$ cat config.mk
export PLATFORM = sky130hd
export DESIGN_NAME = li_expander_flat
export DESIGN_NICKNAME = d
export VERILOG_FILES = /design/src/rtl/li_expander_if.sv /design/src/rtl/li_expander.sv /design/src/flat_wrapper.sv
export SDC_FILE = /design/constraint.sdc
export NUM_CORES = 1
export LEC_CHECK = 0
export ABC_AREA = 0
export BUFFER_PORTS_ARGS = -buffer_cell sky130_fd_sc_hd__clkbuf_2
export CAP_MARGIN = 40
export CORE_AREA = 2 2 67 117
export CTS_CLUSTER_SIZE = 25
export DETAILED_ROUTE_END_ITERATION = 10
export DIE_AREA = 0 0 69 119
export PLACE_DENSITY_LB_ADDON = 0.12
export SLEW_MARGIN = 20
export SYNTH_ARGS = -nofsm -noshare
export SYNTH_HDL_FRONTEND = slang
export SYNTH_SLANG_ARGS = --single-unit
$ cat constraint.sdc
create_clock -name clk -period 3.9 [get_ports clk]
set_clock_uncertainty 0.05 [all_clocks]
set_input_delay 0.585 -clock clk [delete_from_list [all_inputs] [get_ports clk]]
set_output_delay 0.585 -clock clk [all_outputs]
set_load 0.01 [all_outputs]
$ cat src/rtl/li_expander_if.sv
// li_expander_if: load-immediate request in, encoded instruction words out.
interface li_expander_if;
    logic        in_valid;
    logic        in_ready;
    logic [31:0] in_value;
    logic [4:0]  in_rt;
    logic        out_valid;
    logic        out_ready;
    logic [31:0] out_instr;
    logic [3:0]  out_eop;
    logic        out_last;
    logic [15:0] word_cnt;
    modport master (
        output in_valid, in_value, in_rt, out_ready,
        input  in_ready, out_valid, out_instr, out_eop, out_last, word_cnt
    );
    modport slave (
        input  in_valid, in_value, in_rt, out_ready,
        output in_ready, out_valid, out_instr, out_eop, out_last, word_cnt
    );
endinterface

$ cat src/rtl/li_expander.sv
// li_expander: expands a 32-bit load-immediate into one or two MIPS words
// (addiu / ori / lui, or lui+ori for a full 32-bit constant).
module li_expander (
    input  logic          clk,
    input  logic          reset,
    li_expander_if.slave  bus
);
    typedef enum logic [1:0] {IDLE, EMIT1, EMIT2} state_t;
    state_t state, next;
    logic [15:0] lo_q;
    logic [4:0]  rt_q;
    logic [31:0] instr_q;
    logic [3:0]  eop_q;
    logic        last_q;
    logic [15:0] cnt_q;
    logic        accept, fire, is_s, is_z, is_l;
    assign accept        = bus.in_valid && state == IDLE;
    assign fire          = bus.out_ready && state != IDLE;
    assign is_s          = (&bus.in_value[31:15]) || !(|bus.in_value[31:15]);
    assign is_z          = !(|bus.in_value[31:16]);
    assign is_l          = !(|bus.in_value[15:0]);
    assign bus.in_ready  = state == IDLE;
    assign bus.out_valid = state != IDLE;
    assign bus.out_instr = instr_q;
    assign bus.out_eop   = eop_q;
    assign bus.out_last  = last_q;
    assign bus.word_cnt  = cnt_q;
    always_comb begin
        next = state;
        case (state)
            IDLE:    next = accept ? EMIT1 : IDLE;
            EMIT1:   next = fire ? (last_q ? IDLE : EMIT2) : EMIT1;
            EMIT2:   next = fire ? IDLE : EMIT2;
            default: next = IDLE;
        endcase
    end
    always_ff @(posedge clk or posedge reset)
        if (reset) state <= IDLE;
        else       state <= next;
    // Classification priority: sign-extendable, then zero-extendable, then low-half-zero, else pair.
    always_ff @(posedge clk or posedge reset) begin
        if (reset) begin
            instr_q <= '0;
            eop_q   <= '0;
            last_q  <= 1'b0;
            lo_q    <= '0;
            rt_q    <= '0;
        end else if (accept) begin
            lo_q    <= bus.in_value[15:0];
            rt_q    <= bus.in_rt;
            instr_q <= is_s ? {6'b001001, 5'd0, bus.in_rt, bus.in_value[15:0]} :
                       is_z ? {6'b001101, 5'd0, bus.in_rt, bus.in_value[15:0]} :
                              {6'b001111, 5'd0, bus.in_rt, bus.in_value[31:16]};
            eop_q   <= is_s ? 4'b0000 : is_z ? 4'b0001 : 4'b0010;
            last_q  <= is_s || is_z || is_l;
        end else if (fire && state == EMIT1 && !last_q) begin
            instr_q <= {6'b001101, rt_q, rt_q, lo_q};
            eop_q   <= 4'b0001;
            last_q  <= 1'b1;
        end
    end
    always_ff @(posedge clk or posedge reset)
        if (reset)     cnt_q <= '0;
        else if (fire) cnt_q <= cnt_q + 16'd1;
endmodule

$ cat src/flat_wrapper.sv
// flat-port wrapper written by rule: the top's interface ports become plain ports
module li_expander_flat 
  (clk, reset, bus_in_valid, bus_in_value, bus_in_rt, bus_out_ready, bus_in_ready, bus_out_valid, bus_out_instr, bus_out_eop, bus_out_last, bus_word_cnt);
  li_expander_if bus_i ();
  input  logic clk;
  input  logic reset;
  input wire logic [$bits(bus_i.in_valid)-1:0] bus_in_valid;
  input wire logic [$bits(bus_i.in_value)-1:0] bus_in_value;
  input wire logic [$bits(bus_i.in_rt)-1:0] bus_in_rt;
  input wire logic [$bits(bus_i.out_ready)-1:0] bus_out_ready;
  output wire logic [$bits(bus_i.in_ready)-1:0] bus_in_ready;
  output wire logic [$bits(bus_i.out_valid)-1:0] bus_out_valid;
  output wire logic [$bits(bus_i.out_instr)-1:0] bus_out_instr;
  output wire logic [$bits(bus_i.out_eop)-1:0] bus_out_eop;
  output wire logic [$bits(bus_i.out_last)-1:0] bus_out_last;
  output wire logic [$bits(bus_i.word_cnt)-1:0] bus_word_cnt;
  assign bus_i.in_valid = bus_in_valid;
  assign bus_i.in_value = bus_in_value;
  assign bus_i.in_rt = bus_in_rt;
  assign bus_i.out_ready = bus_out_ready;
  assign bus_in_ready = bus_i.in_ready;
  assign bus_out_valid = bus_i.out_valid;
  assign bus_out_instr = bus_i.out_instr;
  assign bus_out_eop = bus_i.out_eop;
  assign bus_out_last = bus_i.out_last;
  assign bus_word_cnt = bus_i.word_cnt;
  li_expander u_core (.clk(clk), .reset(reset), .bus(bus_i));
endmodule
; After elaboration in Yosys (flattened, before gate mapping)
; Cells that the tools add are included.
[totals]
input_bits = 41
register_bits = 76
wordCells = 43
[classes]
n_addsub = 1
n_eq_ne = 2
reduce_logical = 18
n_mux = 15
[ops]
columns = cell, count
row1 = $mux 32, 3
row2 = $reduce_or 16->1, 2
row3 = $mux 28, 1
row4 = $reduce_and 17->1, 1
row5 = $reduce_or 17->1, 1
row6 = $add 16x1->16 const B, 1
row7 = $mux 4, 3
row8 = $mux 2, 4
row9 = $pmux 2 s3, 1
row10 = $logic_and 1x1->1, 4
row11 = $logic_not 1->1, 4
row12 = $reduce_bool 2->1, 2
row13 = $logic_or 1x1->1, 3
row14 = $mux 1, 3
row15 = $eq 2x1->1 const B, 1
row16 = $eq 2x2->1 const B, 1
row17 = $logic_not 2->1, 1

; Logic depth before layout (Yosys ltp)
; Gate-level depths: netlist of run 1.
[depth]
depth_word = 6
ltp_mapped = 6
mapped_depth_nobuf = 5

; Worst setup path after synthesis of run 1
; OpenSTA, ideal clock, no wires.
[synth_timing]
path_kind = input -> register
from = input port bus_in_value[19]
to = register u_core.instr_q[11] (netlist: u_core.bus.out_instr[11])
setup_ps = 129
cell_stages = 6
path_buffers = 1
slack_ps = 1945
arrival_time_ps = 1776
path_cell_list = nand4_1 > or4_4 > or2_4 > buf_6 > a31oi_1 > o21ai_1
[synth_via]
elab_chain_len = 5
[synth_lines]
columns = item, line
row1 = "start, declared", flat_wrapper.sv:8  ; input wire logic [$bits(bus_i.in_value)-1:0] bus_in_value;
row2 = $reduce_or 17->1, li_expander.sv:19  ; assign is_s = (&bus.in_value[31:15]) || !(|bus.in_value[31:15]);
row3 = $logic_not 1->1, li_expander.sv:19
row4 = $logic_or 1x1->1, li_expander.sv:19
row5 = $mux 32 (*), li_expander.sv:51  ; instr_q <= is_s ? {6'b001001, 5'd0, bus.in_rt, bus.in_value[15:0]} :
row6 = $mux 32 (*), li_expander.sv:48  ; end else if (accept) begin
row7 = "end signal, assigned", li_expander.sv:51
row8 = "end signal, assigned", li_expander.sv:57  ; instr_q <= {6'b001101, rt_q, rt_q, lo_q};
row9 = "end, declared", li_expander.sv:12  ; logic [31:0] instr_q;
; Mark *: on every way between the ends. The rest lies on a longest branch, timed or not.
; A chain may end at the register's enable or synchronous reset.

; Final worst setup path of run 1
[layout_timing]
from = register u_core.state[1]
to = register u_core.instr_q[3] (netlist: u_core.bus.out_instr[3])
[layout_via]
elab_chain_len = 5
[layout_lines]
columns = item, line
row1 = "start, declared", li_expander.sv:9  ; state_t state, next;
row2 = "start signal, assigned", li_expander.sv:39  ; else state <= next;
row3 = $reduce_bool 2->1, li_expander.sv:18  ; assign fire = bus.out_ready && state != IDLE;
row4 = $logic_and 1x1->1, li_expander.sv:18
row5 = $logic_and 1x1->1 (2 in series), li_expander.sv:56  ; end else if (fire && state == EMIT1 && !last_q) begin
row6 = $reduce_bool 2->1 (no source line), -
; Parallel ways exist; a longest one is shown, timed or not.

==> impl_metrics.csv, run 1 <==
group,metric,value,unit
status,status,"completed",
routing,drt_iter0_drc,129,
cts,cts.sinks,70,
global_routing,antenna_found_initial,0,
synth,ys_seq_elements,70,
synth,synthDominantCellAreaShare,55.21,%
worst_hold_path,hold_class,"primary input to async pin",
floorplan,die-width,69,microns
timing,finalHoldViolCount,0,
floorplan,initial_core_util,43.13,%
floorplan,die_h,119,microns
cts,cts_made_buffers,9,
power_and_ir_drop,ir_worst_vdd,0.2605,mV
synth,synth_most_common_cell,"nand2_1",
timing,finalSetupViolations,0,
timing,min_period_over_period,49.22,%
critical_path,cp.required,4030,ps
layout,drive_above_1_share,27.52,%
critical_path,path_class,"register to register",
timing,relSlewSlack,53.07,%
floorplan,rows,42,
critical_path,cp_cell_sequence,"and4bb_2 > nor2_1 > a22oi_1 > o21ai_0",
global_routing,grtUsageTotal,21.60,%
cts,cts_max_level,3,
critical_path,crit_fanout,23,
synth,yosys.cell_types.count,38,
synth,ys_seq_area_share,55.21,%
global_routing,grt_max_degree,30,
synth,yosys_warnings,0,
global_routing,overflow,0,
critical_path,cp_slowest_cell,"and4bb_2",
cts,clk_path_buf_depth,2,
cts,post-cts-setup-buffer-count,0,
synth,synth_commonest_cells,"nand2_1 (106), dfrtp_1 (70), a21oi_1 (22)",
routing,wl,8427,microns
cts,root_buffer,"clkbuf_16",
routing,wire_per_inst,16.08,microns
synth,synth_edf_count,0,
timing,setup_tns,0,ps
floorplan,io_pins,96,
cts,cts_tree,"yes",
synth,async_flop_share,100.0,%
floorplan,coreArea,7357,sq um
synth,synth_top_area_cell,"dfrtp_1",
run,maxCapViolations,0,
placed_design,place_ws,1727,ps
cts,clk_latency,330,ps
critical_path,start_kind,"register",
timing,worst_pin_slew,702.2,ps
routing,vias,2790,
synth,synth_area_leaders,"dfrtp_1 (55%), nand2_1 (13%), a21oi_1 (3.5%)",
critical_path,cp.arrival,2050,ps
timing,drv_slew,0,
timing,fmax,521.0,MHz
critical_path,worstSetupEndpointType,"register",
global_routing,grt_pass1_vias,2742,
global_routing,grt_first_pass_wirelength,13730,microns
placed_design,port_buffers,91,
placed_design,dpl.hpwl,6156,microns
timing,worst_slack,1980,ps
power_and_ir_drop,p_per_area,724.3,nW/um^2
placed_design,gp_congestion,0.8712,
synth,ys.flop_type,"dfrtp_1",
timing,final.min_clock_period,1920,ps
routing,viasPerCell,5.324,
cts,post_cts_resized,0,
critical_path,cpPeakStageDelay,710,ps
layout,nNetsFinal,475,
power_and_ir_drop,total_leakage_power,0.001984,uW
routing,antenna_left,0,
layout,synthToLayoutAreaGrowth,25.28,%
cts,cts.clk_slew.worst_paths,50,ps
routing,drc,0,
routing,firstDrtPassIters,4,
synth,synth_area_per_cell,9.305,sq um
placed_design,placed_area,3700,sq um
floorplan,die-area,8211,sq um
cts,cts_hold_buf,0,
layout,design_area,3975,sq um
timing,rsz0062_at_grt,"false",
layout,n_antenna_cell,0,
synth,syn_area,3173,sq um
synth,synthCells,341,
layout,final_cell_count_no_fill,524,
placed_design,dp_cells,510,
-- through the flow --
| step | utilization, % | power, uW | hold WS, ps |
|---|---|---|---|
| after global routing | 54.03 | 3089 | 155.5 |
| final | 54.03 | 2879 | 125.0 |
| after global placement | 50.29 | 2126 | 407.1 |
| after CTS | 54.03 | 2910 | 130.5 |
| after floorplan | - | 1764 | 395.5 |
| after detailed placement | 50.29 | 2145 | 412.2 |
-- power by group --
| part | switching (uW) | total [uW] | internal, uW | leakage, uW |
|---|---|---|---|---|
| Clock | 281 | 755 | 474 | 0.000138 |
| Combinational | 533 | 908 | 376 | 0.000976 |
| Sequential | 199 | 1220 | 1020 | 0.000870 |
-- cell usage in the layout (no fill, tap or decap), drive strengths merged --
cell type | netlist | routed
nor3b | 2 | 2
a21boi | 4 | 4
nand3 | 9 | 9
xor2 | 4 | 4
a31oi | 10 | 10
and4bb | 1 | 1
clkbuf | 11 | 104
a21oi | 22 | 22
ha | 1 | 1
nor3 | 2 | 2
conb | 1 | 4
clkinv | 0 | 1
nor4 | 8 | 8
nand4 | 7 | 7
a22oi | 6 | 6
nand2b | 1 | 1
mux2 | 2 | 2
a32oi | 1 | 1
nand4bb | 1 | 1
xnor2 | 11 | 11
or3 | 2 | 2
or2 | 1 | 1
or4 | 1 | 1
and3 | 2 | 2
nand2 | 106 | 106
and4 | 1 | 1
buf | 9 | 7
mux2i | 4 | 4
o31ai | 1 | 1
inv | 4 | 4
o21a | 2 | 2
nor2 | 12 | 12
o21ai | 22 | 22
dfrtp | 70 | 70
-- worst paths after layout --
kind                                                     start                                   to  slack [ps]  cells past startpoint
max reg2reg                          u_core.state[1]$_DFF_PP0_  u_core.bus.out_instr[3]$_DFFE_PP0P_        1980                      4
max in group asynchronous                                reset   u_core.bus.word_cnt[6]$_DFFE_PP0P_        2990                      3
max                                  u_core.state[1]$_DFF_PP0_  u_core.bus.out_instr[3]$_DFFE_PP0P_        1980                      4
min reg2reg                u_core.bus.word_cnt[15]$_DFFE_PP0P_  u_core.bus.word_cnt[15]$_DFFE_PP0P_         420                      1
min in group clk           u_core.bus.word_cnt[15]$_DFFE_PP0P_  u_core.bus.word_cnt[15]$_DFFE_PP0P_         420                      1
min                                                      reset           u_core.lo_q[0]$_DFFE_PP0P_         120                      2
-- critical path, delay by kind of cell (launching register included) --
family / cells / cell delay [ps]
and+or+nand+nor: 2 / 950
AOI/OAI and AO/OA: 2 / 320
DFF: 1 / 450
-- flip-flops by register name (all words and copies together) (netlist names) --
register	flops
u_core.rt_q	5
u_core.bus.out_eop	1
u_core.lo_q	16
u_core.bus.out_last	1
u_core.bus.out_instr	29
u_core.state	2
u_core.bus.word_cnt	16
-- kinds of logic after synthesis --
logic type	share of synthesized area, %
muxes	1.972
xor gates and xnor gates	4.140
and+or+nand+nor	21.92
AOI/OAI and AO/OA	12.38
buffers and inverters	3.864
adders and majority gates	0.3943
DFF	55.21
other	0.1182
-- routing by layer --
metal | vias to the layer above | track usage, % | share of wire (%)
met5 | - | 0 | 0
met4 | 0 | 12.38 | 4.1
met3 | 22 | 4.061 | 4.8
met2 | 103 | 36.60 | 51
met1 | 1319 | 25.25 | 40
li1 | 1346 | - | -
-- cell type report --
type,instances,area [sq um]
inverter,4,15.01
tap,88,110.1
sequential,70,1752
multi-input combinational,250,1315
timing repair buffer,98,508.0
fill,712,3382
clock inverter,1,5.005
clock buffer,13,270.3
No activity file was read; power rests on OpenSTA's default activity.
==> run 2, diff against run 1 <==
==> constraint.sdc (replaced) <==
create_clock -name clk -period 1.9 [get_ports clk]
set_clock_uncertainty 0.05 [all_clocks]
set_input_delay 0.285 -clock clk [delete_from_list [all_inputs] [get_ports clk]]
set_output_delay 0.285 -clock clk [all_outputs]
set_load 0.01 [all_outputs]
==> run 2 against run 1 <==
  * Routed wire length fell by 1.3%
  * Design area rose by 3.8%
  * Power rose by 110%
  * Worst setup slack got worse by 1800 ps
  * Hold slack got worse by 1.6 ps
  * Utilization rose by 2.1 points
  * Fmax rose by 11%
  * Clock power rose by 120%
  * Sequential share of layout area fell by 1.6 points
  * Sequential power rose by 100%
  * Cell count rose by 2.1%
  * Largest cell class unchanged
  * Largest power group unchanged
  * Highest routed layer unchanged
==> impl_metrics.csv, run 2 (synthesized netlist as in run 1, its figures left out) <==
group,metric,value,unit
timing,setup_tns,0,ps
global_routing,overflow,0,
timing,min_period_over_period,90.81,%
timing,finalSetupViolations,0,
layout,design_area,4126,sq um
layout,synthToLayoutAreaGrowth,30.05,%
worst_hold_path,hp-start,"bus_in_rt[1]",
cts,post-cts-setup-buffer-count,0,
status,status,"completed",
critical_path,r2r_slack,170,ps
floorplan,rows,42,
routing,viasPerCell,5.308,
critical_path,start_kind,"register",
floorplan,coreArea,7357,sq um
critical_path,crit_end,"u_core.bus.word_cnt[15]$_DFFE_PP0P_",
timing,final.min_clock_period,1725,ps
placed_design,placed_area,3801,sq um
power_and_ir_drop,ir_worst_vdd,0.7623,mV
power_and_ir_drop,clkPwrFrac,27.6,%
critical_path,crit_fanout,5,
critical_path,cp-startpoint,"u_core.bus.word_cnt[2]$_DFFE_PP0P_",
power_and_ir_drop,p_sw_share,34.35,%
critical_path,worstSetupEndpointType,"register",
routing,wl,8315,microns
cts,cts_max_level,3,
cts,clk_path_buf_depth,2,
global_routing,grtUsageTotal,21.38,%
critical_path,reg2reg_depth,5,
placed_design,gp_congestion,0.8605,
placed_design,dp_cells,518,
layout,drive_above_1_share,29.53,%
worst_hold_path,hold_depth,3,
power_and_ir_drop,total_leakage_power,0.002071,uW
floorplan,io_pins,96,
global_routing,antenna_found_initial,0,
layout,nNetsFinal,484,
power_and_ir_drop,pwr-share-comb,31.5,%
routing,firstDrtPassIters,4,
placed_design,port_buffers,91,
power_and_ir_drop,p_int,3995,uW
timing,drv_slew,0,
power_and_ir_drop,power.net_switching,2090,uW
global_routing,grt_first_pass_wirelength,13710,microns
layout,largest_register_ffs,29,
routing,vias,2840,
cts,clk_latency,320,ps
floorplan,die-area,8211,sq um
power_and_ir_drop,p_per_area,1475,nW/um^2
global_routing,grt_pass1_vias,2725,
layout,final_cell_count_no_fill,535,
critical_path,r2r-end,"u_core.bus.word_cnt[15]$_DFFE_PP0P_",
critical_path,cp.arrival,1880,ps
floorplan,die-width,69,microns
critical_path,path_class,"register to register",
timing,fmax,579.6,MHz
timing,rsz0062_at_grt,"false",
cts,cts.clk_slew.worst_paths,60,ps
layout,final_common_cell,"nand2_1",
critical_path,r2r_start,"u_core.bus.word_cnt[2]$_DFFE_PP0P_",
global_routing,grt_max_degree,50,
routing,drt_iter0_drc,179,
layout,layout_common_cells,"nand2_1 (106), clkbuf_2 (91), dfrtp_1 (70), a21oi_1 (22), o21ai_0 (13)",
floorplan,die_h,119,microns
power_and_ir_drop,p_seq_share,40.9,%
floorplan,initial_core_util,43.13,%
timing,finalHoldViolCount,0,
routing,antenna_left,0,
routing,wire_per_inst,15.54,microns
placed_design,dpl.hpwl,6180,microns
cts,cts_made_buffers,9,
layout,n_antenna_cell,0,
cts,cts.sinks,70,
routing,drc,0,
cts,cts_tree,"yes",
critical_path,cp.required,2050,ps
cts,root_buffer,"clkbuf_16",
run,maxCapViolations,0,
worst_hold_path,hold_class,"primary input to register",
[run 2: routing by layer]
layer / part of all wire (%) / global-route usage [%]
met5: 0 / 0
met4: 3.0 / 10.42
met3: 5.2 / 4.315
met2: 53 / 36.06
met1: 39 / 25.79
[run 2: repair_timing]
item	CTS	global route
hold buffers	1	0
gates resized for setup	0	3
endpoints found under the setup margin	0	3
hold endpoints to repair	70	0
[run 2: cell type report]
| class | instances | area (sq um) |
|---|---|---|
| sequential | 70 | 1752 |
| timing repair buffer | 107 | 615.6 |
| multi-input combinational | 250 | 1329 |
| fill | 708 | 3231 |
| tap | 88 | 110.1 |
| clock buffer | 12 | 256.5 |
| inverter | 4 | 18.77 |
| clock inverter | 4 | 45.04 |
[run 2: per-stage QoR]
stage	worst slack, ps	util (%)	total power [uW]	hold slack, ps
after floorplan	244.6	-	3622	340.4
after global placement	109.1	51.67	4400	315.6
after detailed placement	83.61	51.67	4458	327.2
after CTS	81.04	55.90	6169	116.8
after global routing	10.51	56.09	6506	126.0
final	174.5	56.09	6086	123.3
[run 2: worst max-delay path, cell delays in order, from the launching register on]
cell	delay (ps)
dfrtp_1	440
nand3_1	150
or3_4	420
nor3b_4	250
nand3_1	140
xnor2_1	150
[run 2: worst min path at each step]
stage                                             end  slack (ps)
after detailed placement    u_core.state[1]$_DFF_PP0_         330
after floorplan           u_core.lo_q[10]$_DFFE_PP0P_         340
after CTS                  u_core.rt_q[1]$_DFFE_PP0P_         120
after global routing       u_core.rt_q[1]$_DFFE_PP0P_         130
final                      u_core.rt_q[1]$_DFFE_PP0P_         120
after global placement     u_core.lo_q[1]$_DFFE_PP0P_         320
[run 2: power groups by stage]
stage                     logic, uW  clock network (uW)  registers (uW)
after floorplan                1030                   0            2590
after global placement         1910                   0            2490
after detailed placement       1940                   0            2520
after CTS                      1950                1720            2500
after global routing           2160                1770            2570
final                          1920                1680            2490
==> run 3, diff against run 2 <==
--- a/config.mk
+++ b/config.mk
@@ -12,7 +12,7 @@
 export CTS_CLUSTER_SIZE = 25
 export DETAILED_ROUTE_END_ITERATION = 10
 export DIE_AREA = 0 0 69 119
-export PLACE_DENSITY_LB_ADDON = 0.12
+export PLACE_DENSITY = 0.69
 export SLEW_MARGIN = 20
 export SYNTH_ARGS = -nofsm -noshare
 export SYNTH_HDL_FRONTEND = slang
==> run 3 against run 2 <==
  * Via count up 0.70%
  * Routed wire length rose by 1.1%
  * Flip-flop and latch count stayed put
  * Design area is 2.2% lower
  * Power is 2.9% lower
  * Sequential power about the same
  * Largest cell class unchanged
==> impl_metrics.csv, run 3 (synthesized netlist as in run 1, its figures left out) <==
group,metric,value,unit
cts,cts.sinks,70,
floorplan,initial_core_util,43.13,%
global_routing,antenna_found_initial,0,
timing,fmax,586.4,MHz
cts,post-cts-setup-buffer-count,0,
critical_path,worstSetupEndpointType,"register",
global_routing,grt_first_pass_wirelength,13880,microns
power_and_ir_drop,total_leakage_power,0.002006,uW
layout,final_common_cell,"nand2_1",
routing,wire_per_inst,15.89,microns
timing,finalSetupViolations,0,
power_and_ir_drop,p_total,5910,uW
timing,drv_slew,0,
placed_design,gp_congestion,0.8626,
timing,min_period_over_period,89.75,%
floorplan,die_h,119,microns
timing,setup_tns,0,ps
layout,largest_register_ffs,29,
cts,cts_hold_buf,1,
critical_path,start_kind,"register",
layout,final_cell_count_no_fill,529,
critical_path,cp.required,2060,ps
routing,viasPerCell,5.406,
cts,post_cts_resized,0,
critical_path,crit_fanout,5,
routing,drt_iter0_drc,185,
power_and_ir_drop,ir_worst_vdd,0.6515,mV
cts,clk_latency,330,ps
routing,firstDrtPassIters,4,
placed_design,place_ws,75.73,ps
cts,cts.clk_slew.worst_paths,50,ps
layout,n_antenna_cell,0,
worst_hold_path,hold_depth,3,
routing,vias,2860,
timing,rsz0062_at_grt,"false",
cts,cts_made_buffers,9,
floorplan,coreArea,7357,sq um
cts,root_buffer,"clkbuf_16",
floorplan,rows,42,
status,status,"completed",
layout,synthToLayoutAreaGrowth,27.25,%
floorplan,io_pins,96,
placed_design,dpl.hpwl,6167,microns
placed_design,port_buffers,91,
routing,drc,0,
routing,antenna_left,0,
cts,cts_tree,"yes",
global_routing,overflow,0,
timing,worst_slack,194.8,ps
critical_path,reg2reg_depth,5,
worst_hold_path,hold_class,"primary input to register",
timing,final.min_clock_period,1705,ps
run,maxCapViolations,0,
timing,finalHoldViolCount,0,
timing,finalHoldWorstSlack,121.1,ps
critical_path,cp.arrival,1870,ps
global_routing,grt_pass1_vias,2852,
cts,clk_path_buf_depth,2,
global_routing,grtUsageTotal,21.61,%
routing,wl,8405,microns
layout,nNetsFinal,480,
placed_design,dp_cells,514,
critical_path,path_class,"register to register",
floorplan,die-area,8211,sq um
cts,cts_max_level,3,
global_routing,grt_max_degree,41,
floorplan,die-width,69,microns
layout,drive_above_1_share,27.89,%
power_and_ir_drop,p_per_area,1464,nW/um^2
layout,layout_common_cells,"nand2_1 (106), clkbuf_2 (91), dfrtp_1 (70), a21oi_1 (22), o21ai_0 (13)",
-- run 3: cell count changes in the layout (fill, tap and decap cells not counted), sizes merged --
cell	delta
buf	-4
bufinv	-1
clkinv	-1
-- run 3: where the power goes --
part	internal, uW	leakage, uW	switching (uW)
Sequential	2090	0.000870	404
Combinational	820	0.00101	1120
Clock	899	0.000128	578
-- run 3: layer usage --
metal	wire length (microns)	track usage, %
met5	0	0
met4	264	10.66
met3	383	4.822
met2	4322	36.24
met1	3434	25.92
-- run 3: final cells by class --
| type | instances | area [sq um] |
|---|---|---|
| inverters | 4 | 18.77 |
| repair buffers | 103 | 585.6 |
| well taps | 88 | 110.1 |
| flip-flops and latches | 70 | 1752 |
| clock inverters | 2 | 10.01 |
| multi-input cells | 250 | 1315 |
| clock buffers | 12 | 246.5 |
| fillers | 701 | 3319 |
-- run 3: final timing paths --
kind	from	to	slack [ps]
setup / recovery	u_core.bus.word_cnt[2]$_DFFE_PP0P_	u_core.bus.word_cnt[14]$_DFFE_PP0P_	190
max in group asynchronous	reset	u_core.bus.out_last$_DFFE_PP0P_	950
setup reg to reg	u_core.bus.word_cnt[2]$_DFFE_PP0P_	u_core.bus.word_cnt[14]$_DFFE_PP0P_	190
hold / removal	bus_in_rt[3]	u_core.rt_q[3]$_DFFE_PP0P_	120
hold reg to reg	u_core.bus.word_cnt[15]$_DFFE_PP0P_	u_core.bus.word_cnt[15]$_DFFE_PP0P_	420
min in group asynchronous	reset	u_core.bus.word_cnt[6]$_DFFE_PP0P_	380
-- run 3: stage by stage --
stage,instance area (sq um),util (%)
2_1_floorplan,3188,-
3_3_place_gp,3771,51.26
3_5_place_dp,3771,51.26
4_1_cts,4038,54.88
5_1_grt,4038,54.88
6_report,4038,54.88
-- run 3: critical path: stages, from the launching register on --
cell	delay [ps]
dfrtp_1	420
nand3_1	130
or3_1	420
nor2_1	280
nand3_1	130
xnor2_1	150
